==> config.mk <==
export PLATFORM = sky130hd
export DESIGN_NAME = spi_master_cfg
export DESIGN_NICKNAME = d
export VERILOG_FILES = /design/src/rtl/spi_master_cfg.sv
export SDC_FILE = /design/constraint.sdc
export NUM_CORES = 1
export LEC_CHECK = 0
export BUFFER_PORTS_ARGS = -buffer_cell sky130_fd_sc_hd__buf_2
export CAP_MARGIN = 20
export CORE_ASPECT_RATIO = 0.75
export CORE_MARGIN = 2
export CORE_UTILIZATION = 50
export DETAILED_ROUTE_END_ITERATION = 10
export PLACE_DENSITY = 0.75
export SYNTH_ARGS = -nofsm -noshare
export SYNTH_HDL_FRONTEND = slang
export SYNTH_SLANG_ARGS = --single-unit
==> constraint.sdc <==
create_clock -name clk -period 2.5 [get_ports clk]
set_input_delay 0.125 -clock clk [delete_from_list [all_inputs] [get_ports clk]]
set_output_delay 0.125 -clock clk [all_outputs]
set_load 0.01 [all_outputs]
==> src/rtl/spi_master_cfg.sv <==
`default_nettype none
// ============================================================================
// Module   : spi_master_cfg
// Purpose  : SPI master with a programmable SCLK divider, per-transfer
//            CPOL/CPHA, decoded active-low chip selects and a start/ready/done
//            handshake. Optional LSB-first transfers via
//            SPI_MASTER_CFG_LSB_FIRST_EN.
// Revision : 1.0 - initial release
// ============================================================================
module spi_master_cfg #(
    parameter int DATA_WIDTH = 8,
    parameter int NUM_CS     = 4,
    parameter int CLK_DIV    = 2,
    parameter int CSW        = (NUM_CS > 1) ? $clog2(NUM_CS) : 1
) (
    input  logic                  clk,
    input  logic                  reset,
    input  logic                  start,
    output logic                  ready,
    input  logic [DATA_WIDTH-1:0] data_in,
    input  logic [CSW-1:0]        cs_sel,
    input  logic                  cpol,
    input  logic                  cpha,
`ifdef SPI_MASTER_CFG_LSB_FIRST_EN
    input  logic                  lsb_first,
`endif
    output logic [DATA_WIDTH-1:0] data_out,
    output logic                  done,
    output logic                  busy,
    output logic                  sclk,
    output logic                  mosi,
    input  logic                  miso,
    output logic [NUM_CS-1:0]     cs_n
);

    localparam int c_EDGES = 2 * DATA_WIDTH;
    localparam int c_ECW   = $clog2(2 * DATA_WIDTH + 1);
    localparam int c_DCW   = (CLK_DIV > 1) ? $clog2(CLK_DIV) : 1;

    localparam logic [1:0] c_IDLE  = 2'd0;
    localparam logic [1:0] c_SETUP = 2'd1;
    localparam logic [1:0] c_XFER  = 2'd2;
    localparam logic [1:0] c_HOLD  = 2'd3;

    logic [1:0]            r_state;
    logic [1:0]            w_next;
    logic [c_DCW-1:0]      r_div;
    logic [c_ECW-1:0]      r_edge;
    logic                  r_cpol;
    logic                  r_cpha;
    logic                  r_sclk;
    logic                  r_mosi;
    logic                  r_done;
    logic [NUM_CS-1:0]     r_cs_n;
    logic [NUM_CS-1:0]     w_cs_dec;
    logic [DATA_WIDTH-1:0] r_tx;
    logic [DATA_WIDTH-1:0] r_rx;
    logic [DATA_WIDTH-1:0] r_data_out;
    logic [DATA_WIDTH-1:0] w_load;
    logic [DATA_WIDTH-1:0] w_rx_word;
    logic                  w_accept;
    logic                  w_tick;
    logic                  w_last_edge;
    logic                  w_sample;

    assign w_accept    = start && (r_state == c_IDLE);
    assign w_tick      = (r_div == c_DCW'(CLK_DIV - 1));
    assign w_last_edge = (r_edge == c_ECW'(c_EDGES - 1));
    // Edge number r_edge+1 is leading when odd; sampling happens on leading
    // edges for cpha=0 and on trailing edges for cpha=1.
    assign w_sample    = (~r_edge[0]) ^ r_cpha;

    for (genvar i = 0; i < NUM_CS; i++) begin : g_cs_dec
        assign w_cs_dec[i] = (cs_sel != CSW'(i));
    end

`ifdef SPI_MASTER_CFG_LSB_FIRST_EN
    logic                  r_lsb;
    logic [DATA_WIDTH-1:0] w_data_rev;
    logic [DATA_WIDTH-1:0] w_rx_rev;

    for (genvar i = 0; i < DATA_WIDTH; i++) begin : g_rev
        assign w_data_rev[i] = data_in[DATA_WIDTH-1-i];
        assign w_rx_rev[i]   = r_rx[DATA_WIDTH-1-i];
    end

    assign w_load    = lsb_first ? w_data_rev : data_in;
    assign w_rx_word = r_lsb ? w_rx_rev : r_rx;

    always_ff @(posedge clk or posedge reset) begin
        if (reset)         r_lsb <= 1'b0;
        else if (w_accept) r_lsb <= lsb_first;
    end
`else
    assign w_load    = data_in;
    assign w_rx_word = r_rx;
`endif

    always_ff @(posedge clk or posedge reset) begin
        if (reset) r_state <= c_IDLE;
        else       r_state <= w_next;
    end

    always_comb begin
        w_next = r_state;
        case (r_state)
            c_IDLE:  if (w_accept)               w_next = c_SETUP;
            c_SETUP: if (w_tick)                 w_next = c_XFER;
            c_XFER:  if (w_tick && w_last_edge)  w_next = c_HOLD;
            c_HOLD:  if (w_tick)                 w_next = c_IDLE;
            default:                             w_next = c_IDLE;
        endcase
    end

    always_comb begin
        ready = (r_state == c_IDLE);
        busy  = (r_state != c_IDLE);
    end

    always_ff @(posedge clk or posedge reset) begin
        if (reset) begin
            r_div  <= '0;
            r_edge <= '0;
        end else begin
            if (r_state == c_IDLE || w_tick) r_div <= '0;
            else                             r_div <= r_div + 1'b1;
            if (w_accept)                          r_edge <= '0;
            else if (r_state == c_XFER && w_tick)  r_edge <= r_edge + 1'b1;
        end
    end

    always_ff @(posedge clk or posedge reset) begin
        if (reset) begin
            r_cpol     <= 1'b0;
            r_cpha     <= 1'b0;
            r_sclk     <= 1'b0;
            r_mosi     <= 1'b0;
            r_done     <= 1'b0;
            r_cs_n     <= '1;
            r_tx       <= '0;
            r_rx       <= '0;
            r_data_out <= '0;
        end else begin
            r_done <= 1'b0;
            case (r_state)
                c_IDLE: begin
                    if (w_accept) begin
                        r_cpol <= cpol;
                        r_cpha <= cpha;
                        r_sclk <= cpol;
                        r_cs_n <= w_cs_dec;
                        r_rx   <= '0;
                        // cpha=0 presents the first bit before the first edge
                        if (!cpha) begin
                            r_mosi <= w_load[DATA_WIDTH-1];
                            r_tx   <= {w_load[DATA_WIDTH-2:0], 1'b0};
                        end else begin
                            r_tx   <= w_load;
                        end
                    end
                end
                c_XFER: begin
                    if (w_tick) begin
                        r_sclk <= ~r_sclk;
                        if (w_sample) begin
                            r_rx <= {r_rx[DATA_WIDTH-2:0], miso};
                        end else if (r_cpha || !w_last_edge) begin
                            r_mosi <= r_tx[DATA_WIDTH-1];
                            r_tx   <= {r_tx[DATA_WIDTH-2:0], 1'b0};
                        end
                    end
                end
                c_HOLD: begin
                    r_sclk <= r_cpol;
                    if (w_tick) begin
                        r_cs_n     <= '1;
                        r_data_out <= w_rx_word;
                        r_done     <= 1'b1;
                    end
                end
                default: ;
            endcase
        end
    end

    assign sclk     = r_sclk;
    assign mosi     = r_mosi;
    assign cs_n     = r_cs_n;
    assign done     = r_done;
    assign data_out = r_data_out;

endmodule
`default_nettype wire

# Word-level counts from Yosys, hierarchy flattened
# Cells that the tools add are included.
[classes]
addsub = 2
n_mul = 0
n_div = 0
order_cmp = 0
eq_ne = 16
shifts = 0
muxes = 32
bitwise_logic = 3
n_reduce_logical = 21
[ops]
columns = ["op", "n"]
rows = [
  ["8-bit two-way mux", 8],
  ["8-bit case mux with 2 select lines", 2],
  ["2-bit inequality test, second input constant", 9],
  ["1-bit two-way mux", 10],
  ["5-bit two-way mux", 2],
  ["2-bit nonzero test", 5],
  ["2-bit two-way mux", 4],
  ["4-bit two-way mux", 2],
  ["2-bit case mux with 4 select lines", 1],
  ["4-bit case mux with 2 select lines", 1],
  ["4-bit AND reduction", 2],
  ["2-bit by 1-bit inequality test with 1-bit output, second input constant", 3],
  ["3-bit AND reduction", 2],
  ["6-bit AND reduction", 1],
  ["5-bit by 1-bit adder with 5-bit output, second input constant", 1],
  ["5-bit by 4-bit == test with 1-bit output, second input constant", 1],
  ["5-bit AND reduction", 1],
  ["2-bit == test, second input constant", 2],
  ["2-bit AND reduction", 2],
  ["1-bit logical AND", 3],
  ["1-bit case mux with 3 select lines", 1],
  ["3-bit nonzero test", 1],
  ["2-bit by 1-bit == test with 1-bit output, second input constant", 1],
  ["2-bit logical NOT", 1],
  ["other kinds (6)", 8],
]
[totals]
ff_bits = 41
latchBits = 0
mem_bits_rw = 0
romBits = 0
input_bits = 16
output_inout_bits = 17
memories = 0

# Longest topological paths before layout
# Gate-level depths: netlist of the first run.
[depth]
ltp_word = 7
depth_mapped = 7
ltp_nobuf = 7

# Worst setup path before layout of the first run
# No wires, ideal clock.
[synth_timing]
path_kind = "flip-flop to flip-flop"
startpoint = "register r_edge[0]"
endpoint = "register r_tx[1]"
arrival_ns = 1.843
required_ns = 2.375
path_slack_ns = 0.533
stages_incl_launch_ff = 8
n_path_buf = 0
period_less_slack_ns = 1.967
path_cell_list = "dfrtp_1 -> ha_1 -> and3_1 -> ha_1 -> or3b_1 -> nand3_2 -> nand3b_4 -> mux2_2"
[synth_between]
elab_chain_cells = 5
word_cells_on_any_way = 8
classes_between = "3 x eq/ne; 2 x bitwise; 3 x reduce/logical"
[synth_rtl]
columns = ["element", "line", "source"]
rows = [
  ["start: declaration", "48", "logic [c_ECW-1:0] r_edge;"],
  ["start signal: assignment", "128", "else if (r_state == c_XFER && w_tick) r_edge <= r_edge + 1'b1;"],
  ["5-bit by 4-bit == test with 1-bit output", "68", "assign w_last_edge = (r_edge == c_ECW'(c_EDGES - 1));"],
  ["1-bit logical NOT", "167", "end else if (r_cpha || !w_last_edge) begin"],
  ["1-bit logical OR", "167", ""],
  ["2-bit by 1-bit inequality test with 1-bit output (no line)", "--", ""],
  ["5-bit AND reduction (no line) (*)", "--", ""],
  ["end signal: assignment", "156", "r_tx <= {w_load[DATA_WIDTH-2:0], 1'b0};"],
  ["end signal: assignment", "158", "r_tx <= w_load;"],
  ["end signal: assignment", "169", "r_tx <= {r_tx[DATA_WIDTH-2:0], 1'b0};"],
  ["end: declaration", "56", "logic [DATA_WIDTH-1:0] r_tx;"],
]
# Mark *: on every way between the ends. The rest lies on a longest branch, timed or not.
# A chain may end at the register's enable or synchronous reset.

# Worst setup path after layout of the first run
[layout_timing]
startpoint = "register r_edge[0]"
endpoint = "register r_tx[3]"
# The elaborated chain is that of the path after synthesis.

==> results of run 1 <==
==> stage by stage <==
step	instances	power [mW]	setup slack, ps	utilization
after CTS	259	2.76	388	0.622
after detailed placement	250	2.20	400	0.587
after floorplan	170	1.90	533	-
final	259	2.73	401	0.622
after global placement	250	2.12	479	0.587
after global routing	259	2.93	250	0.622
==> final timing paths <==
check | to | startpoint | cells after the start | slack (ps)
max | r_tx[3] | r_edge[0] | 7 | 400
min | cs_n[1] | cs_sel[0] | 2 | 10
max reg2reg | r_tx[3] | r_edge[0] | 7 | 400
min reg2reg | r_tx[0] | r_tx[0] | 1 | 500
max in group asynchronous | r_rx[0] | reset | 4 | 1230
min in group asynchronous | done | reset | 3 | 510
==> synthesized netlist by cell type <==
master / count
a211o_1: 1
a21oi_1: 7
a21oi_2: 1
a221oi_1: 1
a22o_1: 8
a31oi_1: 5
and2_1: 1
and3_1: 1
buf_2: 3
clkbuf_1: 3
dfrtp_1: 37
dfstp_2: 4
ha_1: 8
inv_1: 10
mux2_2: 20
mux2i_1: 7
nand2_1: 10
nand2_2: 1
nand2b_1: 2
nand3_1: 5
nand3_2: 1
nand3b_4: 1
nor2_1: 12
nor2b_1: 3
nor3_1: 1
nor3b_2: 1
o21ai_0: 8
o22ai_1: 1
o2bb2ai_1: 1
o32a_1: 1
or3_1: 1
or3b_1: 1
xnor2_1: 1
xor2_1: 2
==> layout make-up <==
| type | count | share of cell area |
|---|---|---|
| clock buffer | 6 | 0.0358 |
| inverter | 10 | 0.0163 |
| multi-input combinational | 113 | 0.377 |
| tap | 52 | 0.0282 |
| clock inverter | 2 | 0.0163 |
| sequential | 41 | 0.447 |
| timing repair buffer | 35 | 0.0802 |
==> per-layer routing <==
metal	vias to the layer above	part of all wire	routed length [um]
met5	-	0	0
met4	0	0.0070	25
met3	4	0.036	127
met2	20	0.49	1750
met1	673	0.46	1650
li1	670	-	-
==> sequential cells by signal (all words and copies together) (netlist names) <==
register and cells:
r_rx 8, done 1, r_cpol 1, r_edge 5, r_div 1, r_state 2
data_out 8, mosi 1, r_cpha 1, r_tx 8, sclk 1, cs_n 4
==> power groups by stage <==
stage	sequential, mW	combinational, mW	clock, mW
final	1.04	1.14	0.550
after global routing	1.06	1.27	0.595
after CTS	1.04	1.15	0.567
after detailed placement	1.05	1.15	0
after global placement	1.03	1.09	0
after floorplan	1.04	0.863	0
==> worst max-delay path: stages (launching register included) <==
cell and delay [ps]:
dfrtp_1 440, ha_1 230, and3_1 170, ha_1 190, or3b_1 390, nand3_2 120
nand3b_4 150, mux2_2 310
==> repair_timing <==
action | CTS | global route
endpoints found under the setup margin | 0 | 0
endpoints found under the hold margin | 16 | 0
hold buffers | 1 | 0
==> kinds of logic after synthesis <==
logic type,Yosys count,synth area share
AO/OA/AOI/OAI,34,0.116
buffers and inverters,16,0.0325
flip-flops,41,0.525
XOR/XNOR,3,0.0134
adder cells (fa/ha/maj),8,0.0510
AND/OR/NAND/NOR,41,0.112
multiplexers,27,0.150
==> placed cells by master (no fill, tap or decap), types with 6 or more instances in the layout <==
cell type / n
buf_2: 32
inv_1: 10
nor2_1: 12
o21ai_0: 8
nand2_1: 10
a22o_1: 8
ha_1: 8
clkbuf_8: 6
dfrtp_1: 37
a21oi_1: 7
mux2_2: 20
mux2i_1: 7
==> flow_metrics.tcl, run 1 <==
set metrics [dict create \
    avgViaCountPerCell 5.28 \
    clock_sinks 41 \
    layout-drive-gt1-share 0.343 \
    clock_path_buffers 2 \
    final_area_um2 2310 \
    cts_root_buffer "clkbuf_8" \
    hold_viol_final 0 \
    final-setup-viol-count 0 \
    worst_clock_skew_ps 6.09 \
    antenna_found_initial 0 \
    area_delta_synth_final_pct 17.5 \
    hold_ws_ps 10.3 \
    power_frac_comb 0.419 \
    cp.required_ps 2670 \
    grt-ovfl-total 0 \
    seq_area_um2 1030 \
    n_fill_cell 328 \
    synth.area.top_cells "dfrtp_1, mux2_2, dfstp_2" \
    cts_resized 0 \
    die_h_um 58.3 \
    track_usage 0.178 \
    busiest_layer "met2" \
    dieArea_um2 4450 \
    use_met1 0.214 \
    dr_total_vias 1367 \
    hold_path_class "in2reg" \
    end_kind "register" \
    power_density_nw_per_um2 1180 \
    firstDrtPassIters 4 \
    multi_input_area_um2 870 \
    grt_pass1_wl_um 6180 \
    rsz0062_at_grt "false" \
    wl_um 3560 \
    grt_use_met2 0.311 \
    placed_area_um2 2180 \
    gr-usage-met3 0.0623 \
    synth_warnings 0 \
    first_global_vias 1419 \
    htreeDepth 2 \
    hpwl_um 2660 \
    antennaDiodeCount 0 \
    gp_congestion 0.792 \
    crit_fanout 8 \
    fmax_ghz 0.476 \
    run_status "finished, final reports clean" \
    cts_setup_buffers 0 \
    cts_made_buffers 5 \
    tightestPinTransition_ps 765 \
    p_sw_mw 0.987 \
    ir_drop_mv 0.492 \
    io_buffers 32 \
    fin_crit_ps 2100 \
    start_util 0.530 \
    clk_pin_slew_ps 80 \
    wire_per_inst_um 13.7 \
    grt_max_degree 22 \
    synth_top_area_frac 0.471 \
    synth_top_area_cell "dfrtp_1" \
    yosys_register_bits 41 \
    layout.nets 230 \
    coreArea_um2 3710 \
    netlist_area_um2 1960 \
    clkPwrFrac 0.201 \
    insertion_delay_ps 290 \
    dieWidth_um 76.4 \
    synth_cells 170 \
    ant_nets 0 \
    drc 0 \
    maxSlewHeadroom 0.489 \
    p_int_mw 1.74 \
    p_sw_frac 0.362 \
    syn_avg_cell_area_um2 11.6 \
    yosysSeqAreaShare 0.525 \
    fin_setup_tns_ps 0 \
    max_cap_viol_count 0 \
    synth_cell_type_count 34 \
    cts_tree "built" \
    path_class "reg2reg" \
    cp-start-kind "register" \
    syn_nets 194 \
    seqPwrFrac 0.380 \
    slew_violations 0 \
    arrival_ps 2270 \
    fp-row-count 19 \
    drt_iter0_markers 52 \
    power.leakage_nw 1.13 \
    ios 33 \
    fin_crit_sh 0.840 \
]
Note: power is estimated with default switching activity, not from simulation.
==> run 2, diff against run 1 <==
- PLACE_DENSITY: 0.75 -> 0.78
- clock period: 2.5 -> 1.7 ns (I/O delays scaled with it)
==> run 2 against run 1 <==
  * The run now ends with setup timing left
  * Die area stayed put
  * First-iteration DRC count up 58%
  * Total power increased by 58%
  * Clock power up 9.1%
  * Core utilization increased by 5.6 points
  * Via count up 8.7%
  * Flip-flop and latch count is the same
  * Combinational power grew 93%
  * Register-to-register slack got worse by 640 ps
  * Sequential share of layout area is 3.7 points lower
  * Non-clock buffer count grew 24
==> flow_metrics.tcl, run 2 (synthesis gave the netlist of run 1 again) <==
set metrics [dict create \
    n_fill_cell 295 \
    dieArea_um2 4450 \
    grt-ovfl-total 0 \
    multi_input_area_um2 931 \
    final-setup-viol-count 19 \
    fin_total_pwr_mw 4.32 \
    cp.depth 7 \
    max_cap_viol_count 0 \
    track_usage 0.204 \
    avgViaCountPerCell 5.25 \
    critical_path.cell_chain "ha_2, and3_4, ha_4, or3b_1, nand3_2, nand3b_4, mux2_4" \
    final_area_um2 2510 \
    end_kind "register" \
    fin_util 0.678 \
    placed_area_um2 2340 \
    hold_ws_ps 33.9 \
    gp_congestion 0.783 \
    insertion_delay_ps 280 \
    firstDrtPassIters 4 \
    hold_viol_final 0 \
    fmax_ghz 0.517 \
    r2r-start "r_edge[0]" \
    cts_made_buffers 5 \
    violations "setup timing" \
    io_buffers 32 \
    endpoint "r_tx[1]" \
    layout-drive-gt1-share 0.433 \
    path_class "reg2reg" \
    fin_crit_sh 1.14 \
    dr_total_vias 1486 \
    ios 33 \
    worst_slack_ps -235 \
    clk_pin_slew_ps 80 \
    antenna_found_initial 0 \
    grt_max_degree 42 \
    seq_area_um2 1030 \
    wl_um 4000 \
    wire_per_inst_um 14.1 \
    coreArea_um2 3710 \
    crit_path_start "r_edge[0]" \
    slowest_delay_ps 390 \
    slew_violations 0 \
    fin_crit_ps 1940 \
    grt_pass1_wl_um 7040 \
    slowest_stage "dfrtp_1" \
    power_density_nw_per_um2 1720 \
    hpwl_um 2870 \
    ff2ff_path_depth 7 \
    rr_endpoint "r_tx[1]" \
    stdcell_count 283 \
    worst-path-buf-inv 0 \
    tightestPinTransition_ps 505 \
    cp.required_ps 1880 \
    antennaDiodeCount 0 \
    crit_family "simple AND/OR/NAND/NOR gates" \
    maxSlewHeadroom 0.663 \
    place_inst 268 \
    r2r_setup_slack_ps -240 \
    detailedPlace.worstSlack_ps -249 \
    fp-row-count 19 \
    run_status "finished, violations left" \
    drc 0 \
    arrival_ps 2110 \
    crit_fanout 8 \
    final_cell_mix "dfrtp_1, buf_2, buf_4" \
    rsz0062_at_grt "true" \
    clock_sinks 41 \
    layout.nets 254 \
    cts_tree "built" \
    die_h_um 58.3 \
    clock_path_buffers 2 \
    hold_path_class "in2reg" \
    ant_nets 0 \
    area_delta_synth_final_pct 28.0 \
    start_util 0.530 \
    worst_clock_skew_ps 8.02 \
    fin_setup_tns_ps -2240 \
    drt_iter0_markers 82 \
    cp-start-kind "register" \
    htreeDepth 2 \
    dieWidth_um 76.4 \
    ir_drop_mv 0.734 \
    first_global_vias 1553 \
    cts_root_buffer "clkbuf_8" \
    power.leakage_nw 1.26 \
    layout_commonest_cell "dfrtp_1" \
]
[run 2: how the worst min path moves through the flow]
| stage | from | endpoint | cells past startpoint |
|---|---|---|---|
| finish | miso | r_rx[0] | 2 |
| global route | miso | r_rx[0] | 2 |
| CTS | miso | r_rx[0] | 2 |
| detailed placement | reset | done | 3 |
| global placement | reset | r_state[1] | 3 |
| floorplan | cs_sel[0] | cs_n[1] | 1 |
[run 2: area by class of cell]
type / instances / area share
inverters: 10 / 0.0149
repair buffers: 59 / 0.146
clock buffers: 6 / 0.0289
well taps: 52 / 0.0259
multi-input cells: 113 / 0.370
clock inverters: 2 / 0.00398
flip-flops and latches: 41 / 0.410
[run 2: per-layer routing]
metal	up-vias	part of all wire	wire [um]	GRT usage
met3	6	0.041	165	0.0639
met5	-	0	0	0
met4	0	0.017	68	0.0857
met2	35	0.50	2000	0.341
met1	724	0.44	1760	0.250
li1	721	-	-	-
[run 2: timing repair]
action | in CTS | in global routing
cloned | 0 | 0
buffers inserted | 4 | 1
resized for setup | 5 | 3
pin swaps | 3 | 1
endpoints found under the setup margin | 19 | 26
hold buffers | 2 | 0
hold endpoints to repair | 39 | 0
[run 2: power by group]
group / internal, mW / total (mW) / switching, mW
Sequential: 1.31 / 1.52 / 0.202
Clock: 0.285 / 0.600 / 0.316
Combinational: 1.13 / 2.20 / 1.07
Total: 2.73 / 4.32 / 1.59
[run 2: worst register-to-register path, stage by stage (launching register included)]
cell	delay, ps
dfrtp_1	390
ha_2	190
and3_4	170
ha_4	150
or3b_1	360
nand3_2	100
nand3b_4	150
mux2_4	330
